## config.mk

```make
export PLATFORM = sky130hd
export DESIGN_NAME = if_stage
export DESIGN_NICKNAME = d
export VERILOG_FILES = /design/src/rtl/if_stage.sv
export SDC_FILE = /design/constraint.sdc
export NUM_CORES = 2
export LEC_CHECK = 0
export BUFFER_PORTS_ARGS = -buffer_cell sky130_fd_sc_hd__buf_2
export CAP_MARGIN = 20
export CORE_MARGIN = 2
export CORE_UTILIZATION = 50
export CTS_CLUSTER_DIAMETER = 200
export DETAILED_ROUTE_END_ITERATION = 12
export PLACE_DENSITY = 0.73
export SKIP_CTS_REPAIR_TIMING = 1
export SYNTH_ARGS = -nofsm -noshare
export SYNTH_HDL_FRONTEND = slang
export SYNTH_SLANG_ARGS = --single-unit
```

## constraint.sdc

```tcl
create_clock -name clk -period 6.3 [get_ports clk]
set_input_delay 0.945 -clock clk [delete_from_list [all_inputs] [get_ports clk]]
set_output_delay 0.945 -clock clk [all_outputs]
set_load 0.02 [all_outputs]
```

## src/rtl/if_stage.sv

```systemverilog
// Instruction-fetch stage: direct-mapped one-word-per-line I-cache with a miss FSM
// toward the memory controller, plus the IF/ID pipeline register feeding decode.
module if_stage #(
    parameter int          ICACHE_IDX_W = 6,
    parameter logic [31:0] NOP_INST     = 32'h00000013
) (
    input  logic        clk,
    input  logic        rst,
    input  logic [31:0] pc_i,
    input  logic [5:0]  stall_state,
    input  logic        flush_i,
    output logic        mem_req_o,
    output logic [31:0] mem_addr_o,
    input  logic        mem_valid_i,
    input  logic [31:0] mem_rdata_i,
    output logic        stallreq_o,
    output logic [31:0] if_pc_o,
    output logic [31:0] if_inst_o,
    output logic        if_valid_o
);

    localparam int LINES = 1 << ICACHE_IDX_W;
    localparam int TAG_W = 30 - ICACHE_IDX_W;

    typedef enum logic [1:0] {
        ST_IDLE = 2'd0,
        ST_WAIT = 2'd1,
        ST_DROP = 2'd2
    } state_t;

    state_t                    state_r, state_s;
    logic                      mem_req_r, mem_req_s;
    logic [31:0]               mem_addr_r, mem_addr_s;
    logic                      fill_s;
    logic [LINES-1:0]          line_valid_r;
    logic [TAG_W-1:0]          tag_mem_r  [LINES];
    logic [31:0]               data_mem_r [LINES];
    logic [ICACHE_IDX_W-1:0]   idx_s, fill_idx_s;
    logic [TAG_W-1:0]          tag_s, fill_tag_s;
    logic                      hit_s;
    logic                      stallreq_s;
    logic [31:0]               if_pc_r, if_pc_s;
    logic [31:0]               if_inst_r, if_inst_s;
    logic                      if_valid_r, if_valid_s;
    logic                      unused_s;

    assign idx_s      = pc_i[ICACHE_IDX_W+1:2];
    assign tag_s      = pc_i[31:ICACHE_IDX_W+2];
    assign fill_idx_s = mem_addr_r[ICACHE_IDX_W+1:2];
    assign fill_tag_s = mem_addr_r[31:ICACHE_IDX_W+2];
    assign hit_s      = line_valid_r[idx_s] && (tag_mem_r[idx_s] == tag_s);
    assign stallreq_s = (state_r != ST_IDLE) || !hit_s;
    assign unused_s   = ^{pc_i[1:0], stall_state[5:2], stall_state[0]};

    assign stallreq_o = stallreq_s;
    assign mem_req_o  = mem_req_r;
    assign mem_addr_o = mem_addr_r;
    assign if_pc_o    = if_pc_r;
    assign if_inst_o  = if_inst_r;
    assign if_valid_o = if_valid_r;

    // Miss FSM next state, request/address next values and fill strobe.
    always_comb begin
        state_s    = state_r;
        mem_req_s  = mem_req_r;
        mem_addr_s = mem_addr_r;
        fill_s     = 1'b0;
        case (state_r)
            ST_IDLE: begin
                if (!hit_s && !flush_i) begin
                    state_s    = ST_WAIT;
                    mem_req_s  = 1'b1;
                    mem_addr_s = {pc_i[31:2], 2'b00};
                end else begin
                    state_s    = ST_IDLE;
                end
            end
            ST_WAIT: begin
                // A fill arriving together with a flush still lands; the line is correct.
                if (mem_valid_i) begin
                    fill_s    = 1'b1;
                    mem_req_s = 1'b0;
                    state_s   = ST_IDLE;
                end else if (flush_i) begin
                    state_s   = ST_DROP;
                end else begin
                    state_s   = ST_WAIT;
                end
            end
            ST_DROP: begin
                if (mem_valid_i) begin
                    fill_s    = 1'b1;
                    mem_req_s = 1'b0;
                    state_s   = ST_IDLE;
                end else begin
                    state_s   = ST_DROP;
                end
            end
            default: begin
                state_s   = ST_IDLE;
                mem_req_s = 1'b0;
            end
        endcase
    end

    // IF/ID next value: flush beats stall-hold, which beats the miss bubble.
    always_comb begin
        if_pc_s    = if_pc_r;
        if_inst_s  = if_inst_r;
        if_valid_s = if_valid_r;
        if (flush_i) begin
            if_pc_s    = 32'h0000_0000;
            if_inst_s  = NOP_INST;
            if_valid_s = 1'b0;
        end else if (stall_state[1]) begin
            if_pc_s    = if_pc_r;
            if_inst_s  = if_inst_r;
            if_valid_s = if_valid_r;
        end else if (stallreq_s) begin
            if_pc_s    = 32'h0000_0000;
            if_inst_s  = NOP_INST;
            if_valid_s = 1'b0;
        end else begin
            if_pc_s    = pc_i;
            if_inst_s  = data_mem_r[idx_s];
            if_valid_s = 1'b1;
        end
    end

    // Control state, request registers, line valid bits and IF/ID register.
    always_ff @(posedge clk or negedge rst) begin
        if (!rst) begin
            state_r      <= ST_IDLE;
            mem_req_r    <= 1'b0;
            mem_addr_r   <= 32'h0000_0000;
            line_valid_r <= '0;
            if_pc_r      <= 32'h0000_0000;
            if_inst_r    <= NOP_INST;
            if_valid_r   <= 1'b0;
        end else begin
            state_r    <= state_s;
            mem_req_r  <= mem_req_s;
            mem_addr_r <= mem_addr_s;
            if (fill_s) begin
                line_valid_r[fill_idx_s] <= 1'b1;
            end
            if_pc_r    <= if_pc_s;
            if_inst_r  <= if_inst_s;
            if_valid_r <= if_valid_s;
        end
    end

    // Tag and data arrays; contents are only meaningful behind a set valid bit.
    always_ff @(posedge clk) begin
        if (fill_s) begin
            tag_mem_r[fill_idx_s]  <= fill_tag_s;
            data_mem_r[fill_idx_s] <= mem_rdata_i;
        end
    end

endmodule
```

==> metrics.csv <==
stage;metric;value;unit
place;Place WS;-0.4079;ns
routing;DRT iter0 DRCs;12573;
place;Placed Instances;10233;
routing;drt total wl;404.4;mm
place;Post-DP HPWL;211.3;mm
sta;# setup viols final;0;
place;gpl congestion;0.8366;
run_status;status;finished, final reports clean;
sta;clock skew;0.06596;ns
place;port bufs;165;
clock_network;Clock Latency Late Sink;0.91;ns
worst_setup_path;Critical Path RT;5.35;ns
worst_setup_path;Worst Path Arrival;5.27;ns
clock_network;CTS max path bufs;4;
floorplan;die extent in y;541.0;microns
sta;fmax;160.8;MHz
logic_synthesis;Post-Syn Area;0.1442;sq mm
clock_network;TritonCTS Buffers;367;
run;max cap viols;0;
worst_setup_path;Critical Path End Type;primary output;
logic_synthesis;Distinct cells, synth;78;
layout;Non-Filler Instances;10921;
worst_setup_path;crit path launch type;input pin;
sta;fin crit period;6.219;ns
layout;share of layout cells above drive strength 1;29.82;%
routing;antenna viol nets, final;0;
routing;drc violations;0;
pwr;P_leak;52.98;nW
logic_synthesis;Post-synth ARST share;4.325;%
sta;setup TNS;0;ns
floorplan;Core Rows;197;
logic_synthesis;Syn Area/Cell;22.71;sq um
clock_network;H-tree levels;5;
routing;routed via count;73428;
floorplan;Initial Util;50.18;%
clock_network;Root Buffer;clkbuf_16;
pwr;Pwr per Cell Area;337.0;mW/mm^2
clock_network;clock sink count;3746;
worst_setup_path;CP max FO;30;
floorplan;Boundary Pins;173;
routing;drt pass-1 iters;6;
worst_hold_path;hold_sp;pc_i[1];
sta;Slew headroom;18.91;%
layout;Register Area;0.1117;sq mm
floorplan;CORE AREA;0.2874;sq mm
layout;Final Util;56.93;%
layout;area grow syn2layout;13.46;%
logic_synthesis;Synth area leader;edfxtp_1;
clock_network;CTS tree;done;
floorplan;die area;0.2927;sq mm
worst_setup_path;CP Class;input pin to primary output;
logic_synthesis;#FFs+latches synth;3746;
sta;fin crit share;98.72;%
worst_setup_path;R2R Path End;mem_addr_o[14];
sta;max-slew violations;0;
layout;Fill cells;20148;
global_routing;first-pass GRT wire length;560.6;mm
global_routing;Tot GR Track Use;27.42;%
worst_hold_path;Hold Crit Class;input pin to flop;
worst_setup_path;worst r2r src;tag_mem_r[30][9];
floorplan;die outline width;541.0;microns
worst_setup_path;R2R depth;11;
logic_synthesis;Primary FF master, synth;edfxtp_1;
sta;Worst Tran Pin Value;1.216;ns
routing;Routed WL per cell;37.03;microns
clock_network;Clock transition at path regs;0.06;ns
routing;Vias/cell;6.724;
layout;area of the multi-input gates;0.03098;sq mm
pwr;Final Power;0.05515;W
global_routing;antenna violations before repair;20;
sta;final hold vios;0;
logic_synthesis;Area contributors post-synth;edfxtp_1, mux4_2, dfrtp_1, mux2i_1, a22oi_1;
logic_synthesis;register area share after synthesis;77.44;%
global_routing;vias in the first global route;72546;
sta;post-route worst setup slack;0.08085;ns
logic_synthesis;Post-Syn Instances;6350;
worst_hold_path;Hold EP;if_pc_o[1];
worst_setup_path;CP startpoint;pc_i[2];
logic_synthesis;Post-synth EDFFs;3584;
global_routing;largest net degree at the start of global routing;149;
pwr;Worst VDD drop;0.2874;mV
worst_hold_path;Hold Path Depth;3;
logic_synthesis;Synth warnings;0;
layout;fin nets;6918;
logic_synthesis;Yosys top cell area share;74.63;%
global_routing;GRT Residual Overflow;0;
worst_setup_path;worst reg2reg setup slack;1.85;ns
==> placed cells by master, fill, tap and decap left out, drive strengths merged, types with 40 or more instances in the layout <==
cell type / instances
a22oi: 134
buf: 461
bufinv: 40
clkbuf: 454
clkinv: 137
dfrtp: 159
edfxtp: 3584
mux2: 52
mux2i: 349
mux4: 915
nand2: 164
nand2b: 40
nand3: 71
nor2: 84
o21ai: 79
or2: 67
==> per-layer routing <==
| metal | GRT usage [%] | share of wire (%) | up-vias |
|---|---|---|---|
| met4 | 10.68 | 4.6 | 10 |
| met5 | 0 | 0.016 | - |
| met2 | 43.45 | 48 | 5657 |
| met3 | 5.726 | 13 | 1001 |
| li1 | - | - | 27835 |
| met1 | 37.66 | 35 | 38925 |
==> registers in the layout (all words and copies together) (netlist names) <==
signal,count
state_r,2
if_pc_o,32
mem_req_o,1
tag_mem_r,1536
if_valid_o,1
data_mem_r,2048
line_valid_r,64
if_inst_o,32
mem_addr_o,30
==> critical path, cell delays in order <==
cell     delay, ns
buf_16        0.26
buf_12        0.29
buf_12        0.27
buf_4         0.27
mux4_2        0.53
mux2i_1       0.30
o21ai_0       0.18
nor3_1        0.30
xnor2_1       0.15
or4_4         0.57
nor4_4        0.61
buf_4         0.25
nand2_1       0.06
buf_2         0.16
==> power by group <==
part	switching (W)	internal, W
Sequential	0.000282	0.0286
Combinational	0.00276	0.00136
Clock	0.00936	0.0128
Total	0.0124	0.0427
==> per-stage QoR <==
stage | hold slack [ns] | area, sq um
after floorplan | 0.4337 | 144200
after global placement | 0.4452 | 151100
after detailed placement | 0.4502 | 151100
after CTS | -0.06973 | 163200
after global routing | 0.3000 | 163600
final | 0.3123 | 163600
==> worst max-delay path by stage <==
stage | to | depth (start not counted)
floorplan | stallreq_o | 14
global placement | stallreq_o | 14
detailed placement | stallreq_o | 14
CTS | stallreq_o | 14
global route | stallreq_o | 14
finish | stallreq_o | 14
==> synth_stat cells, types with 7 or more instances <==
library cell	n
o21ai_1	32
a22oi_1	134
nor2b_1	15
nand4_1	10
xnor2_1	8
or2_2	67
mux2_2	22
mux2i_1	349
buf_1	41
nand3b_1	37
a21oi_1	34
buf_4	25
mux4_1	17
buf_2	61
o22ai_1	32
a211oi_1	7
a31oi_1	7
buf_6	29
a221oi_1	17
buf_8	17
nand2b_1	40
or4_1	7
nor2_1	83
mux2_4	30
dfrtp_1	159
buf_12	12
nand3_1	71
o221ai_1	7
a22o_1	7
nor4_1	7
and2_1	7
clkbuf_1	156
nand2_1	164
edfxtp_1	3584
xor2_1	15
o21ai_0	47
nor3_1	11
mux4_2	898
==> final cells by class <==
cell class / count / area share [%]
Sequential cell: 3746 / 68.27
Multi-Input combinational cell: 2256 / 18.94
Clock buffer: 453 / 6.006
Tap cell: 3781 / 2.891
Timing Repair Buffer: 463 / 2.496
Clock inverter: 209 / 1.368
Inverter: 6 / 0.01835
Antenna cell: 7 / 0.01071
==> cell families after synthesis <==
| group | after synthesis | share of synthesized area (%) |
|---|---|---|
| flip-flops | 3746 | 77.44 |
| multiplexers | 1316 | 17.24 |
| AND/OR/NAND/NOR | 541 | 1.906 |
| AO/OA/AOI/OAI | 370 | 1.778 |
| buffers and inverters | 349 | 1.455 |
| XOR/XNOR | 23 | 0.1397 |
| adder cells (fa/ha/maj) | 4 | 0.03471 |
| other | 1 | 0.002600 |
(Power assumes the default switching activity.)
